$ cat config.mk
export PLATFORM = sky130hd
export DESIGN_NAME = multibyte_add_sequencer
export DESIGN_NICKNAME = d
export VERILOG_FILES = /design/src/rtl/multibyte_add_sequencer.sv
export SDC_FILE = /design/constraint.sdc
export NUM_CORES = 1
export LEC_CHECK = 0
export ABC_AREA = 1
export CAP_MARGIN = 10
export CORE_UTILIZATION = 47
export CTS_CLUSTER_DIAMETER = 200
export DETAILED_ROUTE_END_ITERATION = 7
export MAX_ROUTING_LAYER = met4
export PLACE_DENSITY = 0.8
export SLEW_MARGIN = 15
export SYNTH_ARGS = -nofsm -noshare
export SYNTH_HDL_FRONTEND = slang
export SYNTH_SLANG_ARGS = --single-unit
$ cat constraint.sdc
create_clock -name clk -period 4.3 [get_ports clk]
set_input_delay 0.86 -clock clk [delete_from_list [all_inputs] [get_ports clk]]
set_output_delay 0.86 -clock clk [all_outputs]
set_load 0.1 [all_outputs]
$ cat src/rtl/multibyte_add_sequencer.sv
// Byte-serial W-bit adder sharing one 8-bit slice between two requesters.
// Round-robin arbitration in IDLE, one byte per cycle in ADD, result held in DONE.
module multibyte_add_sequencer #(
    parameter int unsigned NBYTES = 4
) (
    input  logic                  clk,
    input  logic                  reset,
    input  logic                  req0_valid,
    output logic                  req0_ready,
    input  logic [8*NBYTES-1:0]   req0_a,
    input  logic [8*NBYTES-1:0]   req0_b,
    input  logic                  req0_cin,
    input  logic                  req1_valid,
    output logic                  req1_ready,
    input  logic [8*NBYTES-1:0]   req1_a,
    input  logic [8*NBYTES-1:0]   req1_b,
    input  logic                  req1_cin,
    output logic                  res_valid,
    input  logic                  res_ready,
    output logic [8*NBYTES-1:0]   res_sum,
    output logic                  res_cout,
    output logic                  res_id,
    output logic                  busy
);

    localparam int unsigned W  = 8 * NBYTES;
    localparam int unsigned IW = (NBYTES > 1) ? $clog2(NBYTES) : 1;
    localparam int unsigned BW = $clog2(W);
    localparam logic [IW-1:0] LAST_IDX = IW'(NBYTES - 1);

    typedef enum logic [1:0] {
        IDLE = 2'd0,
        ADD  = 2'd1,
        DONE = 2'd2
    } state_t;

    state_t          state;
    logic [IW-1:0]   idx;
    logic            carry;
    logic            last_grant;
    logic [W-1:0]    a_q;
    logic [W-1:0]    b_q;

    logic            any_valid_c;
    logic            grant_c;
    logic            accept_c;
    logic [BW-1:0]   base_c;
    logic [8:0]      slice_c;

    // Round-robin pick: on contention favour the requester not served last.
    always_comb begin
        any_valid_c = req0_valid | req1_valid;
        grant_c     = req1_valid;
        if (req0_valid && req1_valid) begin
            grant_c = ~last_grant;
        end
    end

    // Ready is combinational and only ever offered in IDLE, never during reset.
    assign accept_c   = (state == IDLE) && any_valid_c;
    assign req0_ready = !reset && accept_c && !grant_c;
    assign req1_ready = !reset && accept_c &&  grant_c;

    // The shared 8-bit slice operating on the current byte lane.
    assign base_c  = BW'({idx, 3'b000});
    assign slice_c = 9'(a_q[base_c +: 8]) + 9'(b_q[base_c +: 8]) + 9'(carry);

    // Sequencer: accept, ripple one byte per cycle, hold result until taken.
    always_ff @(posedge clk or posedge reset) begin
        if (reset) begin
            state      <= IDLE;
            idx        <= '0;
            carry      <= 1'b0;
            last_grant <= 1'b1;
            a_q        <= '0;
            b_q        <= '0;
            res_valid  <= 1'b0;
            res_sum    <= '0;
            res_cout   <= 1'b0;
            res_id     <= 1'b0;
            busy       <= 1'b0;
        end else begin
            case (state)
                IDLE: begin
                    if (any_valid_c) begin
                        a_q    <= grant_c ? req1_a   : req0_a;
                        b_q    <= grant_c ? req1_b   : req0_b;
                        carry  <= grant_c ? req1_cin : req0_cin;
                        res_id <= grant_c;
                        idx    <= '0;
                        busy   <= 1'b1;
                        state  <= ADD;
                    end
                end
                ADD: begin
                    res_sum[base_c +: 8] <= slice_c[7:0];
                    carry                <= slice_c[8];
                    if (idx == LAST_IDX) begin
                        res_cout  <= slice_c[8];
                        res_valid <= 1'b1;
                        state     <= DONE;
                    end else begin
                        idx <= idx + 1'b1;
                    end
                end
                DONE: begin
                    if (res_ready) begin
                        last_grant <= res_id;
                        res_valid  <= 1'b0;
                        busy       <= 1'b0;
                        state      <= IDLE;
                    end
                end
                default: begin
                    state <= IDLE;
                end
            endcase
        end
    end

endmodule

== After elaboration in Yosys (flattened, before gate mapping) ==
Cells that the tools add are included.
Word-level totals
  input port bits: 135
  word-level logic and storage cells: 66
  register bits: 106
  output and inout bits: 38
Operators by class
  add/sub/neg operators: 4
  reductions and logical operators: 19
  muxes and demuxes: 19
  shifts and indexed selects: 4
  bitwise logic cells: 2
  eq/ne operators: 7
Operators by type and width (count)
  32-bit 2-to-1 mux: 2
  32-bit by 6-bit variable part select with 8-bit output: 2
  32-bit bitwise mux: 1
  8-bit by 7-bit variable shift with 32-bit output (first input constant): 1
  8-bit by 7-bit variable part select with 32-bit output: 1
  3-bit AND reduction: 4
  2-bit 2-to-1 mux: 5
  8-bit by 8-bit adder with 9-bit output: 1
  9-bit by 1-bit adder with 9-bit output: 1
  2-bit inequality test (second input constant): 4
  2-bit AND reduction: 4
  5-bit negator with 7-bit output: 1
  1-bit 2-to-1 mux: 6
  1-bit case mux with 2 select lines: 3
  2-bit case mux with 3 select lines: 1
  2-bit nonzero test: 3
  1-bit logical AND: 5
  2-bit == test (second input constant): 2
  2-bit case mux with 2 select lines: 1
  2-bit by 1-bit adder with 2-bit output (second input constant): 1
  2-bit by 1-bit == test with 1-bit output (second input constant): 1
  1-bit logical NOT: 2
  2-bit logical NOT: 1
  1-bit NOT: 1
  1-bit OR: 1

== Logic depth before layout (Yosys ltp) ==
Gate-level depths: netlist of the first run.
  word-level depth: 5
  depth in mapped cells: 17
  gate-level depth less buffers: 14

== Worst setup path before layout of the first run ==
OpenSTA, ideal clock, no wires.
  path kind: in2out
  start: in req1_valid
  end: out req0_ready
  data required time: 3440 ps
  buffers on the path: 2
  stages: 4
  slack: 148 ps
  arrival time: 3292 ps
  path through: o21ai_2 > buf_4 > buf_2 > nor3_1
On the way
  word-level cells in the longest chain between the ends: 4
  elaborated cells on any way between the ends: 7
  classes of those cells: mux: 1; bitwise: 1; reduce/logical: 5
RTL lines
  start, declared: RTL line 13  | input logic req1_valid,
  1-bit OR or 1-bit logical AND (tied branches): RTL line 52, 54
  1-bit logical AND or 1-bit 2-to-1 mux (tied branches): RTL line 60, 54
  1-bit logical AND or 1-bit logical NOT (tied branches): RTL line 61  | assign req0_ready = !reset && accept_c && !grant_c;
  1-bit logical AND (*): RTL line 61
  end, declared: RTL line 9  | output logic req0_ready,
Every way passes the cells marked *; elsewhere a longest branch is shown, timed or not.

== Final worst setup path of the first run ==
  start: reg idx[0]
  end: reg res_sum[14]
On the way
  word-level cells in the longest chain between the ends: 5
  elaborated cells on any way between the ends: 8
  classes of those cells: add/sub: 3; shift: 4; mux: 1
RTL lines
  start, declared: RTL line 38  | logic [IW-1:0] idx;
  start signal, assigned: RTL line 103  | idx <= idx + 1'b1;
  32-bit by 6-bit variable part select with 8-bit output: RTL line 66  | assign slice_c = 9'(a_q[base_c +: 8]) + 9'(b_q[base_c +: 8]) + 9'(carry);
  8-bit by 8-bit adder with 9-bit output: RTL line 66
  9-bit by 1-bit adder with 9-bit output: RTL line 66
  8-bit by 7-bit variable part select with 32-bit output: RTL line 96  | res_sum[base_c +: 8] <= slice_c[7:0];
  32-bit bitwise mux (*): RTL line 96
  end signal, assigned by index: RTL line 96
  end, declared: RTL line 20  | output logic [8*NBYTES-1:0] res_sum,
Marked as above.
A chain may end at the register's enable or synchronous reset.

==> run summary, run 1 <==
Outcome: finished, final reports clean
Hold Slack: 489 ps
Crit-path cells: buf_4, inv_1, o21ai_0, o22ai_1, fa_1, fa_1, nand2_1, nand2_1, nand3_1, nand2_1, nand2_1, nand3_1, nor2_1, nand2_1, nand2_1
Number of global-route vias before repair: 5284
DR vias/cell: 5.50
Post-Synthesis Cells: 696
Reg2Reg Depth: 15
CP endpoint kind: flip-flop
Die extent in y: 110 um
Sequential-to-total area share from yosys stat: 0.485
Final net count: 998
Core Area: 11400 um^2
Clock sink count: 106
CP Buf/Inv Count: 2
Period utilization: 0.710
Max Freq: 327 MHz
Arr. time, crit path: 3340 ps
Final setup TNS: 0 ps
Initial DRC Count: 371
Initial Utilization: 0.481
Die ar.: 12100 um^2
Post-placement cell count: 980
Synth warn: 0
Normalized max-slew margin: 0.348
Worst min-delay path class: reg2reg
Static Leakage: 3.39 nW
Final core occ: 0.667
Count of flip-flops with a built-in enable after synthesis: 0
Largest net degree at the start of global routing: 92
Critical Path Start Type: flip-flop
Vias: 5481
Power Density: 886 nW/um^2
Post-Syn Area: 5470 um^2
Pre-CTS setup slack: 1080 ps
Final estimated routing congestion in global placement: 0.964
H-tree Lvls: 3
Clk buf depth: 2
Share of layout cells above drive strength 1: 0.0516
Syn nets: 846
Most frequent cells after synthesis: 153 x nand2_1, 106 x nor2_1, 105 x dfrtp_1, 98 x o21ai_0, 81 x o21ai_1
IO Port Bufs: 172
Post-CTS Resized: 0
Critical Path Fanout Max: 24
Final Hold Viols: 0
Peak supply drop: 0.000864 V
Final setup viols: 0
Fillers: 937
Unrepaired setup endpoints after global routing: no
Clk slew on worst S/H paths: 80 ps
Yosys top cell area share: 0.480
Area grow syn2layout: 38.7%
Worst EP required: 4590 ps
Ys async rst share: 1.00
CTS Hold Buffers Added: 0
Worst-Skew Late Latency: 350 ps
Hold depth: 2
First-pass GRT wire length: 25000 um
Max Cap Violations: 0
WS Path Type: reg2reg
Postcts setup bufs: 0
Post-layout min period: 3050 ps
Top FF cell, synth: dfrtp_1
Synth area leaders: dfrtp_1 48%, nand2_1 10%, o21ai_0 9.0%, o21ai_1 7.4%, nor2_1 7.3%
Drt total wl: 15700 um
TritonCTS buffer count: 9
DRC viols: 0
CP delay by family, top: adder cells
# diodes: 0
WP depth: 15
GRT Residual Overflow: 0
Slowest CP cell: fa_1
First drt pass iteration count: 7
Largest stage delay, worst path: 430 ps
Die width: 110 um
CP most frequent cell: nand2_1
Setup ws final: 1250 ps
# IOs: 173
Final HPWL DP: 11600 um
GRT Util Overall: 0.280
TritonCTS clock tree: built
#FFs+latches synth: 106
Yosys cell types: 33
Max Slew Vio Count: 0
DR WL/cell: 15.8 um
Non-Filler Instances: 996
Most common cell in the netlist: nand2_1
Row count: 39
Largest area contributor in the netlist: dfrtp_1
Clock root buffer: clkbuf_16
Routed Antenna Nets: 0
Synth Area per Inst: 7.86 um^2
Initial antenna violation count: 0
Tightest Pin Transition: 974 ps
Worst Clk Skew: 11.1 ps
==> where the power goes <==
group,switching [W],total [W],internal [W],leakage (nW)
combinational,0.00289,0.00414,0.00124,1.90
clock,0.000380,0.000838,0.000458,0.148
sequential,0.000285,0.00174,0.00146,1.33
==> worst min-delay path: stages (launching register included) <==
cell and delay [ps]:
dfrtp_1 340, nand2_1 50, o21ai_0 60
==> sequential cells by signal (all words and copies together) (netlist names), 2 cells and up <==
register	flops
idx	2
res_sum	32
b_q	32
state	2
a_q	32
==> final cells by class <==
class | count | area (um^2) | area share
Clock buffer | 9 | 225 | 0.0297
Clock inverter | 7 | 76.3 | 0.0101
Tap cell | 143 | 179 | 0.0236
Multi-Input combinational cell | 517 | 2520 | 0.332
Sequential cell | 106 | 2650 | 0.350
Timing Repair Buffer | 181 | 1810 | 0.238
Inverter | 33 | 129 | 0.0170
==> placed cells by master (no fill, tap or decap), drive strengths merged, types with 2 or more instances in the layout <==
cell,instances
buf,11
ha,13
a22o,4
o21ai,180
inv,36
a21oi,4
nand3,16
xor2,2
nor2,110
o22ai,16
nand2,155
nand4,8
clkinv,2
fa,2
dfrtp,105
clkdlybuf4s50,170
clkbuf,9
==> stage by stage <==
stage / area, um^2 / total power [W]
2_1_floorplan: 5470 / 0.00471
3_3_place_gp: 7280 / 0.00577
3_5_place_dp: 7280 / 0.00586
4_1_cts: 7590 / 0.00670
5_1_grt: 7590 / 0.00720
6_report: 7590 / 0.00672
==> kinds of logic after synthesis <==
logic type,after synthesis,synth area share
adders and majority gates,15,0.0370
buffers and inverters,73,0.0572
and+or+nand+nor,294,0.221
xor gates and xnor gates,3,0.00480
AOI/OAI and AO/OA,205,0.195
DFF,106,0.485
==> routing by layer <==
layer | up-vias | wire, um | global-route usage
met3 | 34 | 992 | 0.0409
met5 | - | 0 | -
li1 | 2624 | - | -
met2 | 250 | 7870 | 0.463
met1 | 2573 | 6540 | 0.352
met4 | 0 | 347 | 0.0981
==> final timing paths <==
path / startpoint / to / slack (ps)
max: idx[0] / res_sum[14] / 1250
min in group asynchronous: reset / b_q[15] / 1110
max in group asynchronous: reset / a_q[22] / 2460
min reg2reg: a_q[10] / a_q[10] / 490
min: a_q[10] / a_q[10] / 490
max reg2reg: idx[0] / res_sum[14] / 1250
Note: power is estimated with default switching activity, not from simulation.
==> inputs of run 2 (changes only) <==
--- a/config.mk
+++ b/config.mk
@@ -7,11 +7,11 @@
 export LEC_CHECK = 0
 export ABC_AREA = 1
 export CAP_MARGIN = 10
-export CORE_UTILIZATION = 47
+export CORE_UTILIZATION = 42
 export CTS_CLUSTER_DIAMETER = 200
 export DETAILED_ROUTE_END_ITERATION = 7
 export MAX_ROUTING_LAYER = met4
-export PLACE_DENSITY = 0.8
+export PLACE_DENSITY = 0.75
 export SLEW_MARGIN = 15
 export SYNTH_ARGS = -nofsm -noshare
 export SYNTH_HDL_FRONTEND = slang
==> constraint.sdc (replaced) <==
create_clock -name clk -period 2.5 [get_ports clk]
set_input_delay 0.5 -clock clk [delete_from_list [all_inputs] [get_ports clk]]
set_output_delay 0.5 -clock clk [all_outputs]
set_load 0.1 [all_outputs]
==> run summary, run 2 (synthesized netlist as in run 1, its figures left out) <==
Final instance area: 7720 um^2 (+1.7%)
Top flop regs: a_q (32), b_q (32), res_sum (32)
Final setup TNS: 0 ps (unchanged)
Die width: 116 um (+5.7%)
Normalized max-slew margin: 0.613 (+0.265)
Footprint of the multi-input gates: 2570 um^2 (+2.1%)
First-pass GRT wire length: 26000 um (+3.9%)
Peak supply drop: 0.000626 V (-28%)
IO Port Bufs: 172 (unchanged)
Reg2Reg Depth: 11 (-4)
Commonest cells after routing, fill and taps aside: 152 x nand2_1, 134 x clkdlybuf4s50_1, 105 x dfrtp_1
Vias: 5336 (-2.6%)
Combinational share of power: 0.618 (+0.002)
Crit-path cells: buf_4, o21ai_1, o22ai_2, fa_2, fa_2, nand2_1, nand2_1, and2_1, xor2_2, nand4_1, nand2_1
WS Path Type: reg2reg
Slowest CP cell: dfrtp_1
Drt total wl: 16000 um (+1.6%)
Area after DPL: 7360 um^2 (+1.0%)
Unrepaired setup endpoints after global routing: yes
Static Leakage: 3.53 nW (+4.3%)
Reg-to-reg critical path endpoint: res_sum[12]
DR vias/cell: 5.15 (-6.5%)
Sw frac: 0.521 (-0.00881)
Post-layout min period: 2420 ps (-631 ps)
Die ar.: 13500 um^2 (+12%)
Worst hold start: res_sum[13]
# IOs: 173 (unchanged)
Worst min-delay path class: reg2reg
H-tree Lvls: 3 (unchanged)
Setup ws final: 77.8 ps (-1170 ps)
GRT Residual Overflow: 0 (unchanged)
Critical Path Start Type: flip-flop
Net switching power: 0.00621 W (+74%)
Pre-CTS setup slack: 37.1 ps (-1040 ps)
Final HPWL DP: 12100 um (+4.5%)
DR WL/cell: 15.4 um (-2.4%)
Share of layout cells above drive strength 1: 0.121 (+0.0698)
Clk slew on worst S/H paths: 70 ps (about the same)
Worst Clk Skew: 7.96 ps (-3.09 ps)
Row count: 41 (+5.1%)
Hold depth: 2 (unchanged)
Final setup viols: 0 (unchanged)
Clk buf depth: 2 (unchanged)
Die extent in y: 116 um (+5.7%)
Max Cap Violations: 0 (unchanged)
Period utilization: 0.969 (+0.259)
CP Buf/Inv Count: 1 (-1)
Worst EP required: 2790 ps (-1800 ps)
TritonCTS buffer count: 9 (unchanged)
Max Slew Vio Count: 0 (unchanged)
Sequential cell area: 2650 um^2 (unchanged)
CP endpoint kind: flip-flop
DRC viols: 0 (unchanged)
Max Freq: 413 MHz (+26%)
Largest stage delay, worst path: 410 ps (-20 ps)
Worst-Skew Late Latency: 350 ps (about the same)
Hold endpoint: res_sum[13]
Routed Antenna Nets: 0 (unchanged)
Power Density: 1540 nW/um^2 (+74%)
Outcome: finished, final reports clean
TritonCTS clock tree: built
Commonest non-fill, non-tap cell in the layout: nand2_1
Fillers: 1122 (+20%)
Clock root buffer: clkbuf_16
Clock power share: 0.124 (about the same)
RR Startpoint: idx[0]
Internal power: 0.00571 W (+81%)
Number of global-route vias before repair: 5293 (+0.17%)
Final Hold Viols: 0 (unchanged)
Core Area: 12700 um^2 (+11%)
Initial antenna violation count: 0 (unchanged)
Initial DRC Count: 336 (-9.4%)
Arr. time, crit path: 2710 ps (-630 ps)
Critical Path Fanout Max: 10 (-58%)
CP most frequent cell: nand2_1
CP delay by family, top: adder cells
First drt pass iteration count: 7 (unchanged)
Seq pwr share: 0.259 (about the same)
# diodes: 0 (unchanged)
Final net count: 1010 (+1.2%)
Tightest Pin Transition: 581 ps (-394 ps)
Area grow syn2layout: 41.1%
Flop2flop setup slack: 80 ps (-1170 ps)
Clock sink count: 106 (unchanged)
Power, Total: 0.0119 W (+77%)
Largest net degree at the start of global routing: 107 (+16%)
Final estimated routing congestion in global placement: 0.863 (-11%)
GRT Util Overall: 0.258 (-0.0223)
Initial Utilization: 0.432 (-0.0494)
Final core occ: 0.609 (-0.0581)
run 2: changes by cell type in the layout (fill, tap and decap cells not counted), moves of 3 or more:
| cell | previous run | this run |
|---|---|---|
| o21ai_0 | 98 | 93 |
| clkdlybuf4s50_1 | 170 | 134 |
| nor2_1 | 106 | 103 |
| o21ai_1 | 81 | 85 |
| buf_4 | 9 | 53 |
| nor2_2 | 2 | 5 |
run 2: power groups by stage:
stage | Sequential [W] | Combinational [W] | Clock [W]
2_1_floorplan | 0.00437 | 0.00380 | 0
3_3_place_gp | 0.00309 | 0.00708 | 0
3_5_place_dp | 0.00310 | 0.00720 | 0
4_1_cts | 0.00308 | 0.00724 | 0.00149
5_1_grt | 0.00316 | 0.00807 | 0.00155
6_report | 0.00308 | 0.00736 | 0.00148
run 2: worst max-delay path by stage:
| stage | start | endpoint | slack (ps) | cells past startpoint |
|---|---|---|---|---|
| floorplan | state[1] | req0_ready | -160 | 5 |
| global placement | idx[0] | res_sum[14] | 160 | 15 |
| detailed placement | idx[0] | res_sum[12] | 40 | 12 |
| CTS | idx[0] | res_sum[12] | 7 | 12 |
| global route | idx[0] | res_sum[14] | -60 | 14 |
| finish | idx[0] | res_sum[12] | 80 | 11 |
run 2: per-layer routing:
metal | up-vias | track usage | wire, um
met5 | - | - | 0
met4 | 0 | 0.0932 | 386
met3 | 27 | 0.0394 | 753
met2 | 192 | 0.415 | 7760
met1 | 2473 | 0.332 | 7100
li1 | 2644 | - | -
run 2: tightest hold or removal path: stages (launching register included):
cell     delay (ps)
dfrtp_1         350
nand2_1          60
nand2_1          50
run 2: timing repair:
action	CTS	global route
hold buffers	0	0
endpoints found under the setup margin	0	20
resized for setup	0	15
buffers inserted	0	1
run 2: through the flow:
step | hold slack [ps] | instances
after floorplan | 448 | 696
after global placement | 466 | 1020
after detailed placement | 469 | 1020
after CTS | 488 | 1036
after global routing | 517 | 1037
final | 487 | 1037
run 2: final cells by class:
type | instances | area share
multi-input combinational | 517 | 0.333
tap | 172 | 0.0279
clock buffer | 11 | 0.0327
sequential | 106 | 0.344
clock inverter | 5 | 0.00778
timing repair buffer | 193 | 0.239
inverter | 33 | 0.0165
